==> config.mk <==
export PLATFORM = sky130hd
export DESIGN_NAME = scroll_msg_engine
export DESIGN_NICKNAME = d
export VERILOG_FILES = /design/src/rtl/scroll_msg_engine.sv
export SDC_FILE = /design/constraint.sdc
export NUM_CORES = 1
export LEC_CHECK = 0
export CORE_MARGIN = 3
export CORE_UTILIZATION = 62
export DETAILED_ROUTE_END_ITERATION = 16
export GPL_TIMING_DRIVEN = 0
export HOLD_SLACK_MARGIN = 0.1
export PLACE_DENSITY = 0.8
export SLEW_MARGIN = 25
export SYNTH_ARGS = -nofsm -noshare
export SYNTH_HDL_FRONTEND = slang
export SYNTH_SLANG_ARGS = --single-unit
==> constraint.sdc <==
create_clock -name sec_clock -period 2.8 [get_ports sec_clock]
set_input_delay 0.7 -clock sec_clock [delete_from_list [all_inputs] [get_ports sec_clock]]
set_output_delay 0.7 -clock sec_clock [all_outputs]
set_load 0.01 [all_outputs]
==> src/rtl/scroll_msg_engine.sv <==
// rtl/scroll_msg_engine.sv - scrolling-text window generator for the ATM character display
//
// Holds MSG_COUNT programmable messages of CHAR_W-bit character codes and
// shifts the selected one, followed by TAIL_BLANKS blanks, through a
// WIN_CHARS-wide window, one character per sec_clock edge.
//
// Ports:
//   sec_clock    display tick, rising edge
//   rst          synchronous active-high reset
//   msg_sel      slot to play, sampled with start
//   start        request a pass (IDLE only)
//   loop         sampled with start: repeat until stop
//   stop         abort, blank the window
//   hold         freeze the scroll
//   cfg_we       write cfg_char to slot cfg_msg, index cfg_addr
//   cfg_len_we   write cfg_len (clamped to MAX_LEN) to slot cfg_msg
//   instruction  window, newest character in the low slice
//   busy         pass in progress
//   pass_done    one-cycle pulse at the end of each completed pass
module scroll_msg_engine #(
    parameter int CHAR_W      = 5,
    parameter int WIN_CHARS   = 8,
    parameter int MSG_COUNT   = 4,
    parameter int MAX_LEN     = 32,
    parameter int TAIL_BLANKS = 8,
    localparam int SEL_W  = (MSG_COUNT > 1) ? $clog2(MSG_COUNT) : 1,
    localparam int ADDR_W = (MAX_LEN > 1) ? $clog2(MAX_LEN) : 1,
    localparam int LEN_W  = $clog2(MAX_LEN + 1),
    localparam int W      = CHAR_W * WIN_CHARS
) (
    input  logic              sec_clock,
    input  logic              rst,
    input  logic [SEL_W-1:0]  msg_sel,
    input  logic              start,
    input  logic              loop,
    input  logic              stop,
    input  logic              hold,
    input  logic              cfg_we,
    input  logic [SEL_W-1:0]  cfg_msg,
    input  logic [ADDR_W-1:0] cfg_addr,
    input  logic [CHAR_W-1:0] cfg_char,
    input  logic              cfg_len_we,
    input  logic [LEN_W-1:0]  cfg_len,
    output logic [W-1:0]      instruction,
    output logic              busy,
    output logic              pass_done
);

    localparam int DEPTH  = MSG_COUNT * MAX_LEN;
    localparam int AW     = (DEPTH > 1) ? $clog2(DEPTH) : 1;
    localparam int TCNT_W = $clog2(TAIL_BLANKS + 1);

    localparam logic [1:0] IDLE       = 2'd0;
    localparam logic [1:0] SHIFT_MSG  = 2'd1;
    localparam logic [1:0] SHIFT_TAIL = 2'd2;

    logic [CHAR_W-1:0] mem [DEPTH];
    logic [LEN_W-1:0]  len_q [MSG_COUNT];

    logic [1:0]        state;
    logic [W-1:0]      window;
    logic [SEL_W-1:0]  cur_msg;
    logic [LEN_W-1:0]  cur_len;
    logic              cur_loop;
    logic [ADDR_W-1:0] idx;
    logic [TCNT_W-1:0] tcnt;

    logic              msg_ok;
    logic              addr_ok;
    logic [AW-1:0]     wr_addr;
    logic [AW-1:0]     rd_addr;
    logic [CHAR_W-1:0] cur_char;
    logic [LEN_W-1:0]  len_clamped;

    // Range guards only matter for non-power-of-two MSG_COUNT / MAX_LEN.
    assign msg_ok      = (int'(cfg_msg) < MSG_COUNT);
    assign addr_ok     = (int'(cfg_addr) < MAX_LEN);
    assign wr_addr     = AW'(cfg_msg) * AW'(MAX_LEN) + AW'(cfg_addr);
    assign rd_addr     = AW'(cur_msg) * AW'(MAX_LEN) + AW'(idx);
    assign cur_char    = mem[rd_addr];
    assign len_clamped = (cfg_len > LEN_W'(MAX_LEN)) ? LEN_W'(MAX_LEN) : cfg_len;

    assign instruction = window;
    assign busy        = (state != IDLE);

    // Character RAM is deliberately left out of reset; writes are live even
    // while the slot is being played.
    always_ff @(posedge sec_clock) begin
        if (cfg_we && msg_ok && addr_ok) begin
            mem[wr_addr] <= cfg_char;
        end
    end

    always_ff @(posedge sec_clock) begin
        if (rst) begin
            state     <= IDLE;
            window    <= '0;
            pass_done <= 1'b0;
            cur_msg   <= '0;
            cur_len   <= '0;
            cur_loop  <= 1'b0;
            idx       <= '0;
            tcnt      <= '0;
            for (int i = 0; i < MSG_COUNT; i++) begin
                len_q[i] <= '0;
            end
        end else begin
            pass_done <= 1'b0;
            if (cfg_len_we && msg_ok) begin
                len_q[cfg_msg] <= len_clamped;
            end

            if (stop) begin
                state  <= IDLE;
                window <= '0;
            end else if (!hold) begin
                case (state)
                    IDLE: begin
                        if (start && (len_q[msg_sel] != '0)) begin
                            cur_msg  <= msg_sel;
                            cur_len  <= len_q[msg_sel];
                            cur_loop <= loop;
                            idx      <= '0;
                            state    <= SHIFT_MSG;
                        end
                    end
                    SHIFT_MSG: begin
                        window <= {window[W-CHAR_W-1:0], cur_char};
                        if (LEN_W'(idx) == cur_len - LEN_W'(1)) begin
                            tcnt  <= '0;
                            state <= SHIFT_TAIL;
                        end else begin
                            idx <= idx + ADDR_W'(1);
                        end
                    end
                    SHIFT_TAIL: begin
                        window <= {window[W-CHAR_W-1:0], {CHAR_W{1'b0}}};
                        tcnt   <= tcnt + TCNT_W'(1);
                        if (tcnt == TCNT_W'(TAIL_BLANKS - 1)) begin
                            pass_done <= 1'b1;
                            idx       <= '0;
                            // Looping re-enters SHIFT_MSG directly so the
                            // first character follows the last blank with no gap.
                            state     <= cur_loop ? SHIFT_MSG : IDLE;
                        end
                    end
                    default: state <= IDLE;
                endcase
            end
        end
    end

endmodule

==> impl_metrics.tcl <==
set metrics [dict create \
    p_sw_mw 4.50 \
    syn-mean-instance-area_um2 16.9 \
    critPathCapture "mem[69][3]" \
    placed_area_um2 30400 \
    p_per_area_nw_per_um2 663 \
    end_kind "flop" \
    rows 78 \
    critPathKind "input port to flop" \
    yosys-top-cells-count "664 x edfxtp_1, 169 x nor2_1, 143 x nand2_1" \
    area_growth_pct 16.2 \
    synth_top_cell_area_share_pct 69.2 \
    wl_per_cell_um 31.8 \
    leakage_nw 10.1 \
    drcViolationCount 0 \
    pwr-share-comb_pct 2.8 \
    synth-async-reset-ratio_pct 0 \
    grt-ovfl-total 0 \
    fin_ws_ps -180 \
    synth_largest_area_cell "edfxtp_1" \
    fmax_ghz 0.336 \
    outcome "complete, but fails checks" \
    synth-main-ff-cell "edfxtp_1" \
    num_io_pins 70 \
    synth_warnings 0 \
    power.total_mw 22.2 \
    hold_violations 0 \
    critPathLaunch "cfg_we" \
    grtUsageTotal_pct 32.3 \
    ys_seq_area_share_pct 73.5 \
    cts_tree "yes" \
    crit_path_start_kind "input port" \
    p_sw_share_pct 20.3 \
    ys_top_cells_by_area "edfxtp_1 69%, mux4_2 8.9%, dfxtp_1 4.2%, mux2i_1 4.0%, nor2_1 2.2%" \
    r2r-start "idx[2]" \
    port_buffers 67 \
    synth-edff-count 664 \
    cts_sinks 725 \
    maxCapViolCount 0 \
    drt_first_pass_iters 8 \
    via_count 17500 \
    place_ws_ps -1300 \
    grt_pass1_vias 17100 \
    initial_core_util_pct 63.1 \
    cts_buffers 71 \
    dieHeight_um 222 \
    vdd_ir_drop_max_uv 528 \
    cts_root_buf "clkbuf_16" \
    drive_gt1_share_pct 21.5 \
    r2r_cells 9 \
    synth_seq_cells 725 \
    synth.most_common_cell "edfxtp_1" \
    stdcell_area_um2 33500 \
    antenna_found_initial 0 \
    r2r-end "instruction[4]" \
    stdcell_count 2511 \
    pwr-share-seq_pct 53.6 \
    grt_pass1_wl_um 114000 \
    fin_crit_sh_pct 106 \
    coreArea_um2 45700 \
    ant_nets 0 \
    r2r_slack_ps -110 \
    syn_area_um2 28800 \
    die-area_um2 49100 \
    dp_hpwl_um 51600 \
    cts_buffer_depth 3 \
    worst_ep_arrival_time_ps 3240 \
    setup_violations 155 \
    drtIter0Drc 3351 \
    critPathMaxFanout 10 \
    globalplace.congestion 1.03 \
    tightest_slew_ps 1440 \
    cts.clk_slew.worst_paths_ps 60 \
    hp-class "flop to flop" \
    yosysUniqueCellTypes 62 \
    h-tree-depth 3 \
    holdWs_ps 456 \
    synth_cells 1704 \
    required_ps 3060 \
    drv_slew 0 \
    placed_cells 2376 \
    finClkSkew_ps 25.2 \
    rsz0062_at_grt "yes" \
    syn_nets 1739 \
    p_int_mw 17.7 \
    p_clk_share_pct 43.6 \
    wirelength_um 80000 \
    clock_latency_ps 620 \
    finalCriticalPeriod_ps 2980 \
    grt_max_degree 95 \
    via_per_inst 6.98 \
    relSlewSlack_pct 4.16 \
    violations "setup timing" \
    die_w_um 222 \
    nets 1887 \
]
==> sequential cells by signal, indices dropped and copies added, names as in the netlist <==
name         cells
cur_len          6
cur_loop         1
cur_msg          2
idx              5
instruction     40
len_q           24
mem            640
pass_done        1
state            2
tcnt             4
==> worst max-delay path: stages <==
cell             delay [ps]
clkdlybuf4s50_1         400
and2_1                  150
clkbuf_1                190
nand2_1                 330
clkbuf_1               1090
nor2_1                  360
==> routing by layer <==
layer / share of wire, % / GRT usage [%] / up-vias / wire length (um)
li1: - / - / 7011 / -
met1: 34 / 43.5 / 8597 / 27200
met2: 44 / 47.7 / 1565 / 35500
met3: 15 / 10.6 / 365 / 11900
met4: 6.7 / 17.5 / 0 / 5320
met5: 0 / 0 / - / 0
==> cell families (layout without fill, tap and decap cells) <==
| kind of cell | Yosys count | after routing | synth area share [%] |
|---|---|---|---|
| mux | 233 | 233 | 13.1 |
| xor+xnor | 5 | 5 | 0.152 |
| flops | 725 | 725 | 73.5 |
| compound gates | 218 | 218 | 5.07 |
| buf+inv | 112 | 317 | 1.88 |
| fa+ha+maj | 7 | 7 | 0.304 |
| simple gates | 404 | 404 | 6.06 |
| other cells | 0 | 2 | 0 |
==> cells in the final DEF (no fill, tap or decap), types with 15 or more instances in the layout <==
cell type / netlist / routed
nand3_1: 23 / 23
dfxtp_1: 61 / 60
nor2_1: 169 / 107
clkbuf_16: 0 / 75
clkbuf_2: 0 / 17
o22ai_1: 26 / 26
nand2_1: 143 / 143
clkdlybuf4s50_1: 0 / 62
buf_6: 4 / 15
mux4_2: 114 / 114
a22oi_1: 18 / 16
nor2_2: 0 / 61
edfxtp_1: 664 / 664
clkbuf_1: 54 / 40
a21oi_1: 73 / 68
mux2i_1: 114 / 110
==> per-stage QoR <==
step	TNS, ps	utilization (%)
3_3_place_gp	-1721250	66.2
6_report	-9430	73.3
4_1_cts	-1180	72.4
3_5_place_dp	-364630	66.5
5_1_grt	-4060	73.2
2_1_floorplan	0	-
==> power by group through the flow <==
stage	combinational, mW	clock (mW)	sequential [mW]
global route	0.647	10.1	11.9
floorplan	0.242	0	12.1
CTS	0.591	9.63	11.9
global placement	0.531	0	12.2
detailed placement	0.576	0	12.1
finish	0.623	9.66	11.9
==> worst min path at each step <==
stage,start,to,slack (ps),cells after the start
floorplan,tcnt[3],tcnt[3],460,2
global placement,instruction[35],instruction[35],440,2
detailed placement,instruction[35],instruction[35],450,2
CTS,cfg_char[3],mem[17][3],450,1
global route,cfg_char[3],mem[5][3],470,1
finish,instruction[35],instruction[35],460,2
==> final cells by class <==
cell class / instances / area, um2
Clock inverter: 37 / 360
Tap cell: 600 / 751
Fill cell: 2617 / 12200
Timing Repair Buffer: 76 / 845
Sequential cell: 725 / 21200
Clock buffer: 93 / 1970
Buffer: 95 / 723
Inverter: 16 / 63.8
Multi-Input combinational cell: 867 / 7570
Antenna cell: 2 / 5.00
==> timing repair <==
| action | CTS | global route |
|---|---|---|
| gates resized for setup | 123 | 105 |
| endpoints found under the setup margin | 277 | 336 |
| cloned | 0 | 0 |
| pin swaps | 3 | 5 |
| buffers inserted | 0 | 4 |
| hold buffers | 0 | 0 |
(Power assumes the default switching activity.)
